==> config.mk <==
export PLATFORM = sky130hd
export DESIGN_NAME = hilo_pipeline
export DESIGN_NICKNAME = d
export VERILOG_FILES = /design/src/rtl/hilo_pipeline.sv
export SDC_FILE = /design/constraint.sdc
export NUM_CORES = 1
export LEC_CHECK = 0
export CAP_MARGIN = 20
export CORE_MARGIN = 2
export CORE_UTILIZATION = 47
export CTS_CLUSTER_SIZE = 28
export DETAILED_ROUTE_END_ITERATION = 12
export PLACE_DENSITY_LB_ADDON = 0.3
export SKIP_CTS_REPAIR_TIMING = 1
export SYNTH_ARGS = -nofsm -noshare
export SYNTH_HDL_FRONTEND = slang
export SYNTH_SLANG_ARGS = --single-unit
==> constraint.sdc <==
create_clock -name clk -period 1.2 [get_ports clk]
set_input_delay 0.18 -clock clk [delete_from_list [all_inputs] [get_ports clk]]
set_output_delay 0.18 -clock clk [all_outputs]
set_load 0.05 [all_outputs]
==> src/rtl/hilo_pipeline.sv <==
// HI/LO write pipeline: carries pending HI/LO writes through M and W, commits
// them to the architectural registers and forwards the youngest value to MFHI/MFLO.
module hilo_pipeline #(
  parameter int unsigned FORWARD = 1,
  parameter int unsigned WIDTH   = 32
) (
  input  logic             clk,
  input  logic             resetn,
  input  logic             e_valid,
  input  logic             e_hi_we,
  input  logic             e_lo_we,
  input  logic [WIDTH-1:0] e_hi,
  input  logic [WIDTH-1:0] e_lo,
  input  logic             m_flush,
  input  logic             stall,
  output logic [WIDTH-1:0] rd_hi,
  output logic [WIDTH-1:0] rd_lo,
  output logic [WIDTH-1:0] hi,
  output logic [WIDTH-1:0] lo,
  output logic             pending
);

  logic             r_m_valid;
  logic             r_m_hi_we;
  logic             r_m_lo_we;
  logic [WIDTH-1:0] r_m_hi;
  logic [WIDTH-1:0] r_m_lo;

  logic             r_w_valid;
  logic             r_w_hi_we;
  logic             r_w_lo_we;
  logic [WIDTH-1:0] r_w_hi;
  logic [WIDTH-1:0] r_w_lo;

  logic [WIDTH-1:0] r_hi;
  logic [WIDTH-1:0] r_lo;

  logic             w_m_live;
  logic             w_m_fwd_hi;
  logic             w_m_fwd_lo;
  logic             w_w_hi_act;
  logic             w_w_lo_act;

  // A flush kills M in the same cycle it is raised, so M is only usable when unflushed.
  assign w_m_live   = r_m_valid & ~m_flush;
  assign w_m_fwd_hi = w_m_live & r_m_hi_we;
  assign w_m_fwd_lo = w_m_live & r_m_lo_we;
  assign w_w_hi_act = r_w_valid & r_w_hi_we;
  assign w_w_lo_act = r_w_valid & r_w_lo_we;

  always_ff @(posedge clk or negedge resetn) begin
    if (!resetn) begin
      r_m_valid <= 1'b0;
      r_m_hi_we <= 1'b0;
      r_m_lo_we <= 1'b0;
      r_m_hi    <= '0;
      r_m_lo    <= '0;
    end else if (!stall) begin
      r_m_valid <= e_valid;
      r_m_hi_we <= e_hi_we;
      r_m_lo_we <= e_lo_we;
      r_m_hi    <= e_hi;
      r_m_lo    <= e_lo;
    end else if (m_flush) begin
      // Flush still kills M while the pipe is frozen.
      r_m_valid <= 1'b0;
    end
  end

  always_ff @(posedge clk or negedge resetn) begin
    if (!resetn) begin
      r_w_valid <= 1'b0;
      r_w_hi_we <= 1'b0;
      r_w_lo_we <= 1'b0;
      r_w_hi    <= '0;
      r_w_lo    <= '0;
    end else if (!stall) begin
      r_w_valid <= w_m_live;
      r_w_hi_we <= r_m_hi_we;
      r_w_lo_we <= r_m_lo_we;
      r_w_hi    <= r_m_hi;
      r_w_lo    <= r_m_lo;
    end
  end

  always_ff @(posedge clk or negedge resetn) begin
    if (!resetn) begin
      r_hi <= '0;
      r_lo <= '0;
    end else if (!stall) begin
      if (w_w_hi_act) begin
        r_hi <= r_w_hi;
      end
      if (w_w_lo_act) begin
        r_lo <= r_w_lo;
      end
    end
  end

  generate
    if (FORWARD != 0) begin : g_forward
      // M is younger than W, so it takes priority for each half independently.
      always_comb begin
        rd_hi = r_hi;
        if (w_m_fwd_hi) begin
          rd_hi = r_m_hi;
        end else if (w_w_hi_act) begin
          rd_hi = r_w_hi;
        end
      end

      always_comb begin
        rd_lo = r_lo;
        if (w_m_fwd_lo) begin
          rd_lo = r_m_lo;
        end else if (w_w_lo_act) begin
          rd_lo = r_w_lo;
        end
      end
    end else begin : g_no_forward
      assign rd_hi = r_hi;
      assign rd_lo = r_lo;
    end
  endgenerate

  assign pending = (r_m_valid & (r_m_hi_we | r_m_lo_we)) |
                   (r_w_valid & (r_w_hi_we | r_w_lo_we));

  assign hi = r_hi;
  assign lo = r_lo;

endmodule
==> results.py, run 1 <==
metrics = {
    "cells_and_area": {
        "mostFrequentLayoutCells": "188 x dfrtp_1, 149 x buf_12, 139 x mux2_2",
        "nets": 1195,
        "layout_commonest_cell": "dfrtp_1",
        "fin_cells": 1409,
        "drive_above_1_share_pct": 68.25,
        "synthToLayoutAreaGrowth_pct": 79.86,
        "fin_util_pct": 86.51,
    },
    "sta": {
        "tightestPinTransition_ns": 0.5696,
        "setup_viol_count_final": 193,
        "skew_ns": 0.01416,
        "setup_slack_ns": -0.8466,
        "slew_headroom_pct": 62.03,
        "setup_tns_ns": -82.76,
        "finalCritPeriodShare_pct": 170.6,
        "min_period_ns": 2.047,
        "rsz0062_at_grt": "true",
        "max_freq_mhz": 488.6,
        "drv_slew": 0,
        "hold_violations": 0,
    },
    "synthesis": {
        "synth_top_area_share_pct": 50.58,
        "ys_async_sr_fraction_pct": 100.0,
        "syn_avg_cell_area_um2": 13.27,
        "yosys-top-cells-area": "dfrtp_1 51%, mux2_2 19%, a21bo_2 6.5%",
        "synth-seq-cells": 198,
        "ys_seq_area_share_pct": 50.58,
        "synth.largest_area_cell": "dfrtp_1",
        "ys.flop_type": "dfrtp_1",
        "synth.distinct_cells": 21,
        "netlist_area_um2": 9796,
        "syn-num-nets": 809,
        "synth_edf_count": 0,
        "yosysWarnings": 0,
        "syn-instance-count": 738,
    },
    "worst_setup_path": {
        "criticalPathCategory": "reg -> out",
        "path_cells": "buf_12, nor4bb_1, buf_4, a31oi_4, buf_12",
        "crit_path_start": "r_m_hi_we",
        "max_stage_delay_ns": 0.44,
        "critPathRequiredTime_ns": 1.02,
        "path_common_cell": "buf_12",
        "regToRegStartpoint": "r_w_valid",
        "cp-start-kind": "register",
        "cpMaxStageDelayCell": "dfrtp_2",
        "end_kind": "output pin",
        "arrival_ns": 1.87,
        "cp_max_fo": 18,
    },
    "route": {
        "vias": 8193,
        "route.met2.wl_um": 18650,
        "drc": 0,
        "drt_first_pass_iters": 5,
        "ant_nets": 0,
        "avgRoutedWirePerCell_um": 24.66,
        "top_layer": "met5",
        "routed_via_density": 5.815,
        "dr_wl_met3_um": 1533,
        "drt-met1-wl_um": 13850,
        "drt_iter0_markers": 522,
        "routed_wl_um": 34750,
    },
    "hold_path": {
        "hold_path_class": "in -> async",
    },
    "flow_run": {
        "maxCapViolCount": 0,
    },
    "placement": {
        "dp_cells": 1348,
        "hpwl_um": 19980,
        "routabilityCongestion": 0.7635,
        "io_buffers": 199,
    },
    "clock_network": {
        "cts.sinks": 198,
        "cts_tree": "built",
        "h-tree-depth": 4,
        "cts_buffers": 17,
        "path_clk_slew_ns": 0.08,
        "clock_latency_ns": 0.44,
        "clk_path_buf_depth": 2,
        "root_buffer": "clkbuf_16",
    },
    "pwr": {
        "power_density_nw_per_um2": 2468,
        "ir_drop_mv": 1.917,
        "p_leak_uw": 0.007586,
    },
    "floorplanning": {
        "dieArea_um2": 22010,
        "fp-row-count": 52,
        "initial_utilization_pct": 48.10,
        "core_um2": 20360,
        "pin_count": 200,
        "die_h_um": 148.4,
        "die-width_um": 148.4,
    },
    "run_status": {
        "status": "finished with violations",
        "violations": "setup timing",
    },
    "global_route": {
        "grt_max_degree": 54,
        "antenna_found_initial": 3,
        "overflow": 0,
        "grt_pass1_vias": 8427,
        "grt_usage_pct": 26.49,
        "grt_pass1_wl_um": 45730,
    },
}
## path summary, 6_finish.rpt
| kind | end | slack [ns] | cells past startpoint |
|---|---|---|---|
| worst max-delay path | rd_hi[14] | -0.85 | 5 |
| worst min-delay path | hi[21] | 0.16 | 2 |
| worst max register to register | lo[8] | -0.48 | 5 |
| worst min register to register | r_w_lo[27] | 0.54 | 1 |
| max in group asynchronous | lo[15] | 0.47 | 3 |
| min in group clk | r_m_hi_we | 0.26 | 3 |
## through the flow
stage,hold slack (ns),setup WS (ns),power (uW),instance area (um2)
6_report,0.1643,-0.8466,43480,17620
5_1_grt,0.1717,-0.9628,44770,17620
3_5_place_dp,0.06797,-0.4350,35680,15880
3_3_place_gp,0.06723,-0.3810,35150,15880
2_1_floorplan,-0.1156,-0.4441,22820,10890
4_1_cts,-0.4065,-0.8667,41690,16490
## registers in the layout, summed over array words and instances, names as in the netlist
name,count
hi,32
lo,32
r_m_hi,32
r_m_hi_we,1
r_m_lo,32
r_m_lo_we,1
r_m_valid,1
r_w_hi,32
r_w_hi_we,1
r_w_lo,32
r_w_lo_we,1
r_w_valid,1
## cell families (layout without fill, tap and decap cells)
family | after synthesis | in the layout | synth area share [%]
multiplexers | 197 | 197 | 23.78
AND/OR/NAND/NOR | 135 | 135 | 10.42
flip-flops | 198 | 198 | 50.58
buffers and inverters | 77 | 476 | 4.432
other | 0 | 2 | 0
AO/OA/AOI/OAI | 131 | 131 | 10.78
## cell type report
| type | instances | area, um2 |
|---|---|---|
| antenna | 2 | 5.005 |
| clock buffer | 18 | 429.2 |
| clock inverter | 14 | 181.4 |
| fill | 920 | 2746 |
| inverter | 1 | 3.754 |
| multi-input combinational | 463 | 5816 |
| sequential | 198 | 4970 |
| tap | 270 | 337.8 |
| timing repair buffer | 443 | 5876 |
## worst max-delay path, delay by kind of cell (launching register included)
kind | cells | cell delay, ns
buffers and inverters | 3 | 0.55
flip-flops | 1 | 0.44
AND/OR/NAND/NOR | 1 | 0.39
AO/OA/AOI/OAI | 1 | 0.05
## per-layer routing
| layer | track usage, % | vias up |
|---|---|---|
| met4 | 7.238 | 2 |
| met5 | 0 | - |
| met1 | 34.09 | 4309 |
| li1 | - | 3554 |
| met2 | 46.23 | 276 |
| met3 | 4.755 | 52 |
## Yosys cell counts (2+ instances only)
master	number
a21bo_2	64
nand3b_1	2
buf_1	2
buf_6	12
buf_2	34
a31oi_1	64
nand2_1	2
dfrtp_1	198
nor4bb_1	64
mux2_4	30
o21ai_0	3
clkbuf_1	24
mux2_2	166
nand3_1	64
buf_4	3
## where the power goes
group / switching (uW) / internal, uW / total (uW)
sequential: 1370 / 8280 / 9640
combinational: 13000 / 14900 / 27900
clock: 2940 / 3020 / 5950
total: 17300 / 26200 / 43500
Note: power is estimated with default switching activity, not from simulation.
==> inputs of run 2 (changes only) <==
--- a/config.mk
+++ b/config.mk
@@ -5,13 +5,14 @@
 export SDC_FILE = /design/constraint.sdc
 export NUM_CORES = 1
 export LEC_CHECK = 0
-export CAP_MARGIN = 20
+export CAP_MARGIN = 5
 export CORE_MARGIN = 2
 export CORE_UTILIZATION = 47
 export CTS_CLUSTER_SIZE = 28
 export DETAILED_ROUTE_END_ITERATION = 12
 export PLACE_DENSITY_LB_ADDON = 0.3
 export SKIP_CTS_REPAIR_TIMING = 1
+export SKIP_LAST_GASP = 1
 export SYNTH_ARGS = -nofsm -noshare
 export SYNTH_HDL_FRONTEND = slang
 export SYNTH_SLANG_ARGS = --single-unit
==> run 2 against run 1 <==
  * The run still ends with setup timing left
  * Register-to-register slack hardly changed
  * Worst hold slack worse by 0.0057 ns
  * Clock power hardly changed
  * Non-clock buffer count stayed put
  * Total power is 0.89% lower
  * Via count is 0.15% lower
  * Sequential share of layout area is 0.21 points higher
  * Cell count stayed put
  * Utilization is 0.64 points lower
  * Sequential power hardly changed
  * Clock skew is 0.00090 ns lower
  * Largest cell class unchanged
  * Largest power group unchanged
==> results.py, run 2 (same netlist as run 1, synthesis figures left out) <==
metrics = {
    "clock_network": {
        "clk_path_buf_depth": 2,
        "cts_buffers": 17,
        "root_buffer": "clkbuf_16",
        "path_clk_slew_ns": 0.08,
        "clock_latency_ns": 0.44,
        "cts_tree": "built",
        "cts.sinks": 198,
        "h-tree-depth": 4,
    },
    "sta": {
        "whs_ns": 0.1586,
        "hold_violations": 0,
        "setup_viol_count_final": 192,
        "drv_slew": 0,
        "slew_headroom_pct": 61.84,
        "skew_ns": 0.01326,
        "finalCritPeriodShare_pct": 173.0,
        "rsz0062_at_grt": "true",
        "tightestPinTransition_ns": 0.5647,
        "max_freq_mhz": 481.8,
        "setup_slack_ns": -0.8757,
        "setup_tns_ns": -83.70,
        "min_period_ns": 2.076,
    },
    "placement": {
        "io_buffers": 199,
        "hpwl_um": 19980,
        "routabilityCongestion": 0.7635,
        "dp_cells": 1348,
    },
    "pwr": {
        "p_leak_uw": 0.007447,
        "power_density_nw_per_um2": 2464,
        "p_sw_uw": 17180,
        "seqPwrFrac_pct": 22.3,
        "p_int_uw": 25920,
        "p_comb_share_pct": 63.9,
        "switching_share_pct": 39.86,
        "clkPwrFrac_pct": 13.8,
        "total_power_uw": 43100,
        "ir_drop_mv": 1.890,
    },
    "route": {
        "routed_via_density": 5.806,
        "drt_first_pass_iters": 5,
        "drc": 0,
        "drt_iter0_markers": 402,
        "avgRoutedWirePerCell_um": 24.14,
        "routed_wl_um": 34020,
        "ant_nets": 0,
        "vias": 8181,
    },
    "worst_setup_path": {
        "cp-start-kind": "register",
        "max_stage_delay_ns": 0.43,
        "criticalPathCategory": "reg -> out",
        "arrival_ns": 1.90,
        "critPathBufInv": 3,
        "cp_max_fo": 18,
        "critPathRequiredTime_ns": 1.02,
        "path_common_cell": "buf_12",
        "path_cells": "buf_12, nor4bb_1, buf_4, a31oi_4, buf_12",
        "crit_family": "buffers and inverters",
        "end_kind": "output pin",
        "cpMaxStageDelayCell": "dfrtp_2",
    },
    "cells_and_area": {
        "layout_commonest_cell": "dfrtp_1",
        "multi_input_area_um2": 5698,
        "fin_cells": 1409,
        "fin_util_pct": 85.87,
        "register_area_um2": 4970,
        "nets": 1195,
        "drive_above_1_share_pct": 68.07,
        "synthToLayoutAreaGrowth_pct": 78.53,
        "nFillCells": 950,
        "mostFrequentLayoutCells": "188 x dfrtp_1, 166 x mux2_2, 148 x buf_12",
    },
    "floorplanning": {
        "die_h_um": 148.4,
        "die-width_um": 148.4,
        "initial_utilization_pct": 48.10,
        "core_um2": 20360,
        "pin_count": 200,
        "fp-row-count": 52,
        "dieArea_um2": 22010,
    },
    "global_route": {
        "overflow": 0,
        "grt_max_degree": 54,
        "grt_pass1_wl_um": 45730,
        "antenna_found_initial": 3,
        "grt_pass1_vias": 8427,
        "grt_usage_pct": 26.49,
    },
    "hold_path": {
        "hold_path_class": "in -> async",
    },
    "run_status": {
        "status": "finished with violations",
        "violations": "setup timing",
    },
    "flow_run": {
        "maxCapViolCount": 0,
    },
}
## run 2: path summary, 6_finish.rpt
check	startpoint	slack [ns]	cells past startpoint	endpoint
setup / recovery	r_m_hi_we	-0.88	5	rd_hi[14]
hold / removal	resetn	0.16	2	hi[21]
setup reg to reg	r_w_valid	-0.49	5	lo[0]
hold reg to reg	r_w_lo[4]	0.53	1	lo[4]
max in group asynchronous	resetn	0.46	3	lo[15]
min in group clk	stall	0.26	3	r_m_hi_we
## run 2: power by group through the flow
stage	Sequential (uW)	Combinational, uW	Clock, uW
finish	9610	27500	5940
global route	9760	28300	6290
CTS	9280	26400	5990
detailed placement	9380	26300	0
global placement	9230	25900	0
floorplan	12900	9900	0
## run 2: layer usage
metal / routed length (um) / track usage (%)
met1: 13500 / 34.09
met2: 18090 / 46.23
met3: 1650 / 4.755
met4: 759 / 7.238
met5: 13 / 0
## run 2: metrics by stage
stage	cell area, um2	worst slack, ns
after floorplan	10890	-0.4441
after global placement	15880	-0.3810
after detailed placement	15880	-0.4350
after CTS	16490	-0.8667
after global routing	17490	-0.9318
final	17490	-0.8757
## run 2: cell type report
class / instances / share of cell area (%)
clock buffers: 18 / 2.454
inverters: 1 / 0.02146
multi-input cells: 463 / 32.58
repair buffers: 443 / 33.53
diodes: 2 / 0.02862
well taps: 270 / 1.932
clock inverters: 14 / 1.037
flip-flops and latches: 198 / 28.42
## run 2: worst reg2reg max path, cell delays in order (launching register included)
cell and delay, ns:
dfrtp_4 0.49, buf_12 0.17, clkbuf_16 0.20, nand3b_4 0.20
clkbuf_16 0.20, mux2_2 0.33
